==> config.mk <==
export PLATFORM = sky130hd
export DESIGN_NAME = tile_scheduler
export DESIGN_NICKNAME = d
export VERILOG_FILES = /design/src/rtl/tile_scheduler.sv
export SDC_FILE = /design/constraint.sdc
export NUM_CORES = 1
export LEC_CHECK = 0
export ABC_AREA = 1
export BUFFER_PORTS_ARGS = -buffer_cell sky130_fd_sc_hd__buf_2
export CORE_MARGIN = 3
export CORE_UTILIZATION = 40
export CTS_CLUSTER_DIAMETER = 100
export DETAILED_ROUTE_END_ITERATION = 8
export SLEW_MARGIN = 40
export SYNTH_ARGS = -nofsm -noshare
export SYNTH_HDL_FRONTEND = slang
export SYNTH_SLANG_ARGS = --single-unit
==> constraint.sdc <==
create_clock -name clk -period 5.8 [get_ports clk]
set_clock_uncertainty 0.15 [all_clocks]
set_input_delay 1.16 -clock clk [delete_from_list [all_inputs] [get_ports clk]]
set_output_delay 1.16 -clock clk [all_outputs]
set_load 0.005 [all_outputs]
==> src/rtl/tile_scheduler.sv <==
// rtl/tile_scheduler.sv - issues one systolic-array command per output tile of a C = A x B job
module tile_scheduler #(
    parameter int DIM   = 4,
    parameter int IDX_W = 16
) (
    input  logic             clk,
    input  logic             rst,
    input  logic             in_valid,
    input  logic [7:0]       K,
    input  logic [7:0]       M,
    input  logic [7:0]       N,
    output logic             busy,
    output logic             done,
    output logic             cmd_valid,
    input  logic             cmd_ready,
    output logic [7:0]       cmd_tile_m,
    output logic [7:0]       cmd_tile_n,
    output logic [IDX_W-1:0] cmd_a_base,
    output logic [IDX_W-1:0] cmd_b_base,
    output logic [IDX_W-1:0] cmd_c_base,
    output logic [7:0]       cmd_k_len,
    output logic [2:0]       cmd_rows,
    output logic [2:0]       cmd_cols,
    output logic             cmd_last,
    input  logic             tile_done
);

    typedef enum logic [1:0] {S_IDLE, S_ISSUE, S_WAIT, S_FIN} state_t;

    state_t           state_q, state_d;
    logic [7:0]       m_q, m_d, n_q, n_d, k_q, k_d;
    logic [8:0]       tm_max_q, tm_max_d, tn_max_q, tn_max_d;
    logic [7:0]       tile_m_q, tile_m_d, tile_n_q, tile_n_d;
    logic             busy_q, busy_d, done_q, done_d, valid_q, valid_d;
    logic [IDX_W-1:0] a_q, a_d, b_q, b_d, c_q, c_d;
    logic [7:0]       klen_q, klen_d;
    logic [2:0]       rows_q, rows_d, cols_q, cols_d;
    logic             last_q, last_d;

    // Job geometry comes straight from the inputs while IDLE, from latched copies afterwards.
    logic [7:0]       src_m, src_n, src_k;
    logic [8:0]       src_tm_max, src_tn_max;
    logic [8:0]       in_tm_max, in_tn_max;
    logic [IDX_W-1:0] a_nxt, b_nxt, c_nxt, rem_m, rem_n;
    logic [2:0]       rows_nxt, cols_nxt;
    logic             last_nxt, load_fields;

    assign in_tm_max  = ({1'b0, M} + 9'(DIM - 1)) / 9'(DIM);
    assign in_tn_max  = ({1'b0, N} + 9'(DIM - 1)) / 9'(DIM);
    assign src_m      = (state_q == S_IDLE) ? M : m_q;
    assign src_n      = (state_q == S_IDLE) ? N : n_q;
    assign src_k      = (state_q == S_IDLE) ? K : k_q;
    assign src_tm_max = (state_q == S_IDLE) ? in_tm_max : tm_max_q;
    assign src_tn_max = (state_q == S_IDLE) ? in_tn_max : tn_max_q;

    assign a_nxt    = IDX_W'(tile_m_d) * IDX_W'(src_k);
    assign b_nxt    = IDX_W'(tile_n_d) * IDX_W'(src_k);
    assign c_nxt    = IDX_W'(tile_n_d) * IDX_W'(src_m) + IDX_W'(tile_m_d) * IDX_W'(DIM);
    assign rem_m    = IDX_W'(src_m) - IDX_W'(tile_m_d) * IDX_W'(DIM);
    assign rem_n    = IDX_W'(src_n) - IDX_W'(tile_n_d) * IDX_W'(DIM);
    assign rows_nxt = (rem_m >= IDX_W'(DIM)) ? 3'(DIM) : rem_m[2:0];
    assign cols_nxt = (rem_n >= IDX_W'(DIM)) ? 3'(DIM) : rem_n[2:0];
    assign last_nxt = ({1'b0, tile_m_d} == src_tm_max - 9'd1) &&
                      ({1'b0, tile_n_d} == src_tn_max - 9'd1);

    always_comb begin
        state_d     = state_q;
        m_d         = m_q;
        n_d         = n_q;
        k_d         = k_q;
        tm_max_d    = tm_max_q;
        tn_max_d    = tn_max_q;
        tile_m_d    = tile_m_q;
        tile_n_d    = tile_n_q;
        busy_d      = busy_q;
        done_d      = done_q;
        valid_d     = valid_q;
        load_fields = 1'b0;
        case (state_q)
            S_IDLE: begin
                if (in_valid) begin
                    m_d      = M;
                    n_d      = N;
                    k_d      = K;
                    tm_max_d = in_tm_max;
                    tn_max_d = in_tn_max;
                    tile_m_d = 8'd0;
                    tile_n_d = 8'd0;
                    busy_d   = 1'b1;
                    if (M == 8'd0 || N == 8'd0 || K == 8'd0) begin
                        done_d  = 1'b1;
                        state_d = S_FIN;
                    end else begin
                        valid_d     = 1'b1;
                        load_fields = 1'b1;
                        state_d     = S_ISSUE;
                    end
                end
            end
            S_ISSUE: begin
                if (cmd_ready) begin
                    valid_d = 1'b0;
                    state_d = S_WAIT;
                end
            end
            S_WAIT: begin
                if (tile_done) begin
                    if (last_q) begin
                        done_d  = 1'b1;
                        state_d = S_FIN;
                    end else begin
                        // n is the inner loop: wrap it and bump m at the row end.
                        if ({1'b0, tile_n_q} == tn_max_q - 9'd1) begin
                            tile_n_d = 8'd0;
                            tile_m_d = tile_m_q + 8'd1;
                        end else begin
                            tile_n_d = tile_n_q + 8'd1;
                        end
                        valid_d     = 1'b1;
                        load_fields = 1'b1;
                        state_d     = S_ISSUE;
                    end
                end
            end
            S_FIN: begin
                done_d  = 1'b0;
                busy_d  = 1'b0;
                state_d = S_IDLE;
            end
            default: state_d = S_IDLE;
        endcase
    end

    always_comb begin
        a_d    = a_q;
        b_d    = b_q;
        c_d    = c_q;
        klen_d = klen_q;
        rows_d = rows_q;
        cols_d = cols_q;
        last_d = last_q;
        if (load_fields) begin
            a_d    = a_nxt;
            b_d    = b_nxt;
            c_d    = c_nxt;
            klen_d = src_k;
            rows_d = rows_nxt;
            cols_d = cols_nxt;
            last_d = last_nxt;
        end
    end

    always_ff @(posedge clk or posedge rst) begin
        if (rst) begin
            state_q  <= S_IDLE;
            m_q      <= '0;
            n_q      <= '0;
            k_q      <= '0;
            tm_max_q <= '0;
            tn_max_q <= '0;
            tile_m_q <= '0;
            tile_n_q <= '0;
            busy_q   <= 1'b0;
            done_q   <= 1'b0;
            valid_q  <= 1'b0;
            a_q      <= '0;
            b_q      <= '0;
            c_q      <= '0;
            klen_q   <= '0;
            rows_q   <= '0;
            cols_q   <= '0;
            last_q   <= 1'b0;
        end else begin
            state_q  <= state_d;
            m_q      <= m_d;
            n_q      <= n_d;
            k_q      <= k_d;
            tm_max_q <= tm_max_d;
            tn_max_q <= tn_max_d;
            tile_m_q <= tile_m_d;
            tile_n_q <= tile_n_d;
            busy_q   <= busy_d;
            done_q   <= done_d;
            valid_q  <= valid_d;
            a_q      <= a_d;
            b_q      <= b_d;
            c_q      <= c_d;
            klen_q   <= klen_d;
            rows_q   <= rows_d;
            cols_q   <= cols_d;
            last_q   <= last_d;
        end
    end

    assign busy       = busy_q;
    assign done       = done_q;
    assign cmd_valid  = valid_q;
    assign cmd_tile_m = tile_m_q;
    assign cmd_tile_n = tile_n_q;
    assign cmd_a_base = a_q;
    assign cmd_b_base = b_q;
    assign cmd_c_base = c_q;
    assign cmd_k_len  = klen_q;
    assign cmd_rows   = rows_q;
    assign cmd_cols   = cols_q;
    assign cmd_last   = last_q;

endmodule

Word level (Yosys, flattened, before mapping). Index checks and enable logic that the tools add are counted. Widths: inputs -> output; s select.

Muxes and demuxes: 41. $mul: 3. Reductions and logical operators: 15. Order comparisons: 2. $add $sub $neg: 10. Equality and inequality tests: 13.

Operators with widths (number): $mux 8 (11); $mul 8x8->16 (3); $ge 16x3->1 const B (2); $pmux 8 s2 (2); $eq 8x9->1 (3); $logic_not 8->1 (3); $sub 7x1->8 const B (3); $sub 8x10->11 (2); $add 8x2->9 const B (2); $add 16x10->16 (1); $add 8x1->8 const B (2); $mux 1 (14); $mux 7 (2); $ne 2x2->1 const B (6); $mux 2 (5); $pmux 2 s4 (1); $mux 3 (2); $pmux 1 s3 (2); $reduce_and 6->1 (1); $reduce_bool 3->1 (2); $reduce_and 5->1 (1); $eq 2x2->1 const B (2); $pmux 1 s2 (2); $reduce_and 2->1 (2); 7 further kinds (8).

Logic and storage cells: 102. Output and inout bits: 82. Register bits after elaboration: 122. Input bits: 29.

Depth between registers and ports, before layout. Gate-level depths: netlist (run 1).

Depth in word-level cells: 9. Mapped depth: 38. Depth with buffers taken out: 37.

Least setup slack after synthesis (run 1). OpenSTA, ideal clock, no wires.

Path type: input to register. Start: input tile_done. End: register b_q[15], in the netlist cmd_b_base[15]. Buffers on the path: 2. Path slack: -0.344 ns. Required time: 5.532 ns. Data arrival time: 5.876 ns. Stages on the path: 29. Cell sequence: inv_1 -> nor2_1 -> buf_2 -> nand2_1 -> o21bai_1 -> nand2_1 -> nand2_1 -> nand2_1 -> inv_1 -> buf_2 -> nor2_1 -> fa_1 -> fa_1 -> fa_1 -> inv_1 -> fa_1 -> inv_1 -> ha_1 -> a21oi_1 -> o21ai_0 -> a21oi_1 -> nor2_1 -> inv_1 -> a21oi_1 -> a21oi_1 -> o21bai_1 -> or2_2 -> nand3_1 -> nand2_1.

Word-level cells in the longest chain between the ends: 3. Elaborated cells on any way between the ends: 5.

RTL lines: from (decl) (line 25) `input logic tile_done`; $mux 8 (line 107) `if (tile_done) begin`; $pmux 8 s2 (line 79) `case (state_q)`; via tile_n_d[1] (line 33) `logic [7:0] tile_m_q, tile_m_d, tile_n_q, tile_n_d;`; $mul 8x8->16 (line 57) `assign b_nxt = IDX_W'(tile_n_d) * IDX_W'(src_k);`; to (signal assigned) (line 167) `b_q <= '0;`; to (signal assigned) (line 186) `b_q <= b_d;`; to (decl) (line 35) `logic [IDX_W-1:0] a_q, a_d, b_q, b_d, c_q, c_d;`.

The timed path passes the listed nets, and every way through them passes these cells. A chain may end at the register's enable or synchronous reset.

Final worst setup path (run 1).
Start: input tile_done. End: register c_q[14], in the netlist cmd_c_base[14].

Word-level cells in the longest chain between the ends: 4. Elaborated cells on any way between the ends: 8.

RTL lines: $mux 8 (line 107); $pmux 8 s2 (line 79); via tile_n_d[5] (line 33); $mul 8x8->16 (line 58) `assign c_nxt = IDX_W'(tile_n_d) * IDX_W'(src_m) + IDX_W'(tile_m_d) * IDX_W'(DIM);`; $add 16x10->16 (line 58); to (signal assigned) (line 168) `c_q <= '0;`; to (signal assigned) (line 187) `c_q <= c_d;`; to (decl) (line 35).

The timed path passes the listed nets, and every way through them passes these cells.

==> results.ini, run 1 <==
[sta]
min_period_over_period=1.03
relSlewSlack=0.486
worst_slack_ps=-146
setup_violations=5
finalHoldViolCount=0
drv_slew=0
period_minus_slack_ps=5950
worst_pin_slew_ps=765
rsz0062_at_grt=true
finalHoldWorstSlack_ps=318
fmax_mhz=168

[power_and_ir_drop]
peakVddDrop_uv=265
powerDensity_nw_per_um2=358
totalPowerFinal_mw=6.27
power_leakage_nw=9.44

[drt]
drc=0
viasPerCell=4.83
first_pass_iters=5
wl_per_cell_um=15.2
drt_iter0_drc=744
wl_um=39200
ant_nets=0
vias=12500

[synthesis]
post-synth-top-count-cell=nand2_1
syn_nets=2047
synthCells=1777
yosys.area.top_type_share=0.233
synth.avg_cell_area_um2=7.36
synth_area_um2=13100
synthArstFlopShare=1.00
ys.flop_type=dfrtp_1
synth_edf_count=0
yosys_warnings=0
ys_seq_area_frac=0.233
synth_area_leaders=dfrtp_1 23%, fa_1 18%, nand2_1 13%
synthTopCellsByCount=436 x nand2_1, 308 x inv_1, 242 x nor2_1
synth_area_leader_cell=dfrtp_1
yosysUniqueCellTypes=41
ys_ff_latch=122

[cts]
clk_latency_ps=450
numCtsBuffers=17
holdBufCountCts=0
clock_tree.root_cell=clkbuf_16
h-tree-depth=4
cts_tree=built
cts_sinks=122
clk_pin_slew_worst_paths_ps=60
clockBufferDepth=2

[critical_path]
r2r-start=tn_max_q[0]$_DFFE_PP0P_
ff2ff_setup_slack_ps=-70
cp-end-kind=flip-flop
r2r_end=cmd_c_base[12]$_DFFE_PP0P_
r2r_cells=32
cpPeakStageDelay_ps=570
crit_end=cmd_c_base[14]$_DFFE_PP0P_
critPathLaunchType=primary input
critical_path_class=primary input to flip-flop
crit_fanout=7
setup.worst_path.start=tile_done
timing.critical_path.mode_cell=fa_1
cp_slowest_cell=fa_1
required_ps=5970
worstPathArrival_ps=6110

[hold_path]
min_from=cmd_c_base[4]$_DFFE_PP0P_
worstHoldPathType=flip-flop to flip-flop

[cells_and_area]
drive_above_1_share=0.288
insertedDiodeCount=0
finalCoreUtilization=0.550
fin_cells=2577
nFillCells=3103
area_growth_pct=34.1
multi_input_area_um2=9290
ff_latch_area_um2=3060
final_nets=2399

[floorplan]
die_area_um2=34900
floorplan.initialDensity=0.410
rows=65
die_h_um=187
pin_count=111
core_area_um2=31900
die-width_um=187

[placed_design]
place_inst=2504
hpwl_um=30800
io_buffers=110
gp_congestion=0.881

[status]
violations=setup timing
outcome=finished, violations left

[global_route]
grt_pass1_vias=12600
grt_overflow=0
antenna_found_initial=0
grt_max_degree=59
grt_pass1_wl_um=65000
grt.total_usage=0.232

[job]
cap_violations=0

-- cell usage in the layout (no fill, tap or decap), types with 6 or more instances in the layout --
master / count
nand3_1: 47
nand2_2: 31
nor2_4: 13
buf_12: 7
ha_4: 16
nand4_1: 19
clkbuf_16: 17
dfrtp_1: 120
o21ai_0: 96
o21ai_1: 25
or2_2: 9
buf_4: 251
inv_4: 9
buf_6: 15
a21oi_1: 36
nand2_1: 412
inv_1: 273
nor2_2: 20
xor2_1: 20
nor3_1: 6
a21oi_2: 17
o21ai_2: 7
fa_1: 114
inv_2: 28
nand2_4: 6
ha_1: 106
buf_2: 109
xnor2_1: 7
nand3_2: 10
nor2_1: 214
-- kinds of logic after synthesis --
logic type | Yosys count | share of synthesized area
AOI/OAI and AO/OA | 213 | 0.0884
xor gates and xnor gates | 31 | 0.0208
adders and majority gates | 241 | 0.299
buffers and inverters | 367 | 0.109
DFF | 122 | 0.233
and+or+nand+nor | 803 | 0.250
-- critical path, delay by kind of cell --
kind                     cells  cell delay [ps]
adder cells (fa/ha/maj)      5             2270
buffers and inverters       10             1240
AND/OR/NAND/NOR              9              790
AO/OA/AOI/OAI                4              480
XOR/XNOR                     1              140
-- report_power, final --
part	total, mW	switching (mW)	internal (mW)	leakage, nW
clock network	1.22	0.447	0.776	0.321
logic	3.77	2.32	1.46	7.53
registers	1.28	0.162	1.11	1.60
-- cell type report --
type / count / share of cell area
clock inverter: 14 / 0.0123
multi-input combinational: 1288 / 0.530
clock buffer: 18 / 0.0250
tap: 435 / 0.0310
inverter: 318 / 0.0718
sequential: 122 / 0.174
timing repair buffer: 382 / 0.156
-- stage by stage --
stage / setup slack, ps / area, µm² / TNS (ps)
floorplan: -42.7 / 13300 / -89.4
global placement: -595 / 16000 / -8720
detailed placement: -669 / 16000 / -10230
CTS: -36.6 / 17000 / -53.8
global route: -423 / 17500 / -4170
finish: -146 / 17500 / -421
-- per-layer routing --
layer | track usage | vias up | wire length (µm)
met4 | 0.0893 | 0 | 1320
met2 | 0.380 | 267 | 18200
met1 | 0.308 | 5914 | 18000
li1 | - | 6216 | -
met5 | 0 | - | 0
met3 | 0.0394 | 54 | 1630
-- how the worst min path moves through the flow --
stage          depth (start not counted)  slack [ps]                         to
6_report                               2         320  cmd_c_base[4]$_DFFE_PP0P_
5_1_grt                                2         350  cmd_c_base[4]$_DFFE_PP0P_
4_1_cts                                2         320  cmd_b_base[3]$_DFFE_PP0P_
3_5_place_dp                           2         300  cmd_c_base[4]$_DFFE_PP0P_
3_3_place_gp                           2         300  cmd_a_base[2]$_DFFE_PP0P_
2_1_floorplan                          2         290         k_q[7]$_DFFE_PP0P_
-- what timing repair did --
action / 4_1_cts / 5_1_grt
gates resized for setup: 64 / 124
pin swaps: 47 / 57
setup buffers: 20 / 21
setup endpoints to repair: 19 / 24
(Power assumes the default switching activity.)
==> run 2, diff against run 1 <==
==> constraint.sdc (replaced) <==
create_clock -name clk -period 5.8 [get_ports clk]
set_clock_uncertainty 0.15 [all_clocks]
set_input_delay 0.87 -clock clk [delete_from_list [all_inputs] [get_ports clk]]
set_output_delay 0.87 -clock clk [all_outputs]
set_load 0.005 [all_outputs]
==> run 2 against run 1 <==
Effect of this change:
- the flow still finishes with violations (setup timing)
- critical endpoint is now cmd_b_base[15]$_DFFE_PP0P_
- register-to-register slack got worse by 40 ps
- critical path depth grew 5
- highest routed layer unchanged
- largest power group unchanged
- worst hold slack got worse by 4.3 ps
- die area unchanged
- clock-buffer cell count rose by 3
- largest cell class unchanged
- combinational power about the same
- power down 1.7%
- routed wire length rose by 2.7%
- cell count fell by 0.74%
==> results.ini, run 2 (synthesized netlist as in run 1, its figures left out) <==
[status]
outcome=finished, violations left
violations=setup timing

[critical_path]
required_ps=5990
cp_slowest_cell=fa_1
cpPeakStageDelay_ps=520
critPathLaunchType=flip-flop
cp-end-kind=flip-flop
crit_fanout=7
worstPathArrival_ps=6100
critical_path_class=flip-flop to flip-flop
r2r_cells=34
ff2ff_setup_slack_ps=-110
r2r-start=tn_max_q[0]$_DFFE_PP0P_
r2r_end=cmd_b_base[15]$_DFFE_PP0P_

[job]
cap_violations=0

[cts]
clk_pin_slew_worst_paths_ps=60
cts_sinks=122
h-tree-depth=4
clock_tree.root_cell=clkbuf_16
cts_tree=built
numCtsBuffers=17
clockBufferDepth=2
clk_latency_ps=440

[cells_and_area]
layout_common_cells=410 x nand2_1, 271 x inv_1, 231 x buf_4
final_common_cell=nand2_1
nFillCells=3057
insertedDiodeCount=0
drive_above_1_share=0.279
final_area_um2=17400
finalCoreUtilization=0.545
fin_cells=2558
area_growth_pct=32.7
final_nets=2380

[global_route]
grt_pass1_wl_um=65100
antenna_found_initial=0
grt_overflow=0
grt_pass1_vias=12600
grt_max_degree=73
grt.total_usage=0.233

[sta]
setup_violations=6
finalHoldViolCount=0
drv_slew=0
rsz0062_at_grt=true
worst_slack_ps=-109
period_minus_slack_ps=5910
min_period_over_period=1.02
relSlewSlack=0.476
worst_pin_slew_ps=780
fmax_mhz=169

[power_and_ir_drop]
peakVddDrop_uv=211
powerDensity_nw_per_um2=355
power_leakage_nw=9.36

[floorplan]
die-width_um=187
die_area_um2=34900
rows=65
core_area_um2=31900
pin_count=111
floorplan.initialDensity=0.410
die_h_um=187

[placed_design]
place_inst=2479
io_buffers=110
gp_congestion=0.887
hpwl_um=30600
placed_cell_area_um2=15600

[drt]
vias=12500
wl_per_cell_um=15.7
wl_um=40200
viasPerCell=4.88
drt_iter0_drc=795
first_pass_iters=5
drc=0
ant_nets=0

[hold_path]
min_from=cmd_c_base[1]$_DFFE_PP0P_
min_path_cells=2
min_to=cmd_c_base[1]$_DFFE_PP0P_
worstHoldPathType=flip-flop to flip-flop

[run 2: cell types whose count changed in the layout (fill, tap and decap cells not counted), moves of 5 or more]
cell	delta
o21ai_1	-6
nand3_2	-5
inv_2	+6
buf_4	-20
o21ai_0	+6
nand3_1	+5
[run 2: power breakdown]
group	leakage (nW)	switching, mW	total, mW	internal [mW]
sequential	1.60	0.160	1.28	1.12
combinational	7.47	2.32	3.76	1.45
clock	0.287	0.442	1.13	0.686
total	9.36	2.92	6.17	3.25
[run 2: through the flow]
stage	setup slack (ps)	power, mW	hold slack, ps	TNS (ps)
finish	-109	6.17	314	-379
global route	-521	6.70	352	-5120
CTS	-40.6	6.06	320	-100
detailed placement	-463	4.77	305	-4750
global placement	-396	4.74	301	-4090
floorplan	-0.265	3.30	287	-0.265
[run 2: area by class of cell]
cell class,count,area (µm²),area share
clock inverter,11,146,0.00843
sequential,122,3060,0.176
clock buffer,21,450,0.0259
tap,435,544,0.0313
timing repair buffer,363,2600,0.150
multi-input combinational,1288,9340,0.538
inverter,318,1230,0.0711
[run 2: what timing repair did]
item,4_1_cts,5_1_grt
setup buffers,35,18
gates resized for setup,114,113
pin swaps,91,78
hold buffers,0,0
endpoints found under the setup margin,22,25
[run 2: metal layers]
layer,GRT usage,vias to the layer above,part of all wire
met5,0,-,0
met3,0.0367,62,0.046
met2,0.387,290,0.48
li1,-,6167,-
met4,0.0779,0,0.029
met1,0.312,5953,0.44
[run 2: critical path: cells and delay by family (launching register included)]
family	cells	cell delay [ps]
adders and majority gates	6	2330
and+or+nand+nor	13	1500
buffers and inverters	9	770
AOI/OAI and AO/OA	6	670
DFF	1	390
[run 2: how the worst max path moves through the flow]
| stage | from | to | slack [ps] | depth (start not counted) |
|---|---|---|---|---|
| 3_3_place_gp | tile_done | cmd_b_base[15]$_DFFE_PP0P_ | -400 | 30 |
| 2_1_floorplan | tn_max_q[0]$_DFFE_PP0P_ | cmd_b_base[15]$_DFFE_PP0P_ | -0.3 | 30 |
| 5_1_grt | tn_max_q[0]$_DFFE_PP0P_ | cmd_a_base[15]$_DFFE_PP0P_ | -520 | 36 |
| 4_1_cts | tn_max_q[1]$_DFFE_PP0P_ | cmd_a_base[15]$_DFFE_PP0P_ | -40 | 36 |
| 3_5_place_dp | tile_done | cmd_c_base[14]$_DFFE_PP0P_ | -460 | 32 |
| 6_report | tn_max_q[0]$_DFFE_PP0P_ | cmd_b_base[15]$_DFFE_PP0P_ | -110 | 34 |
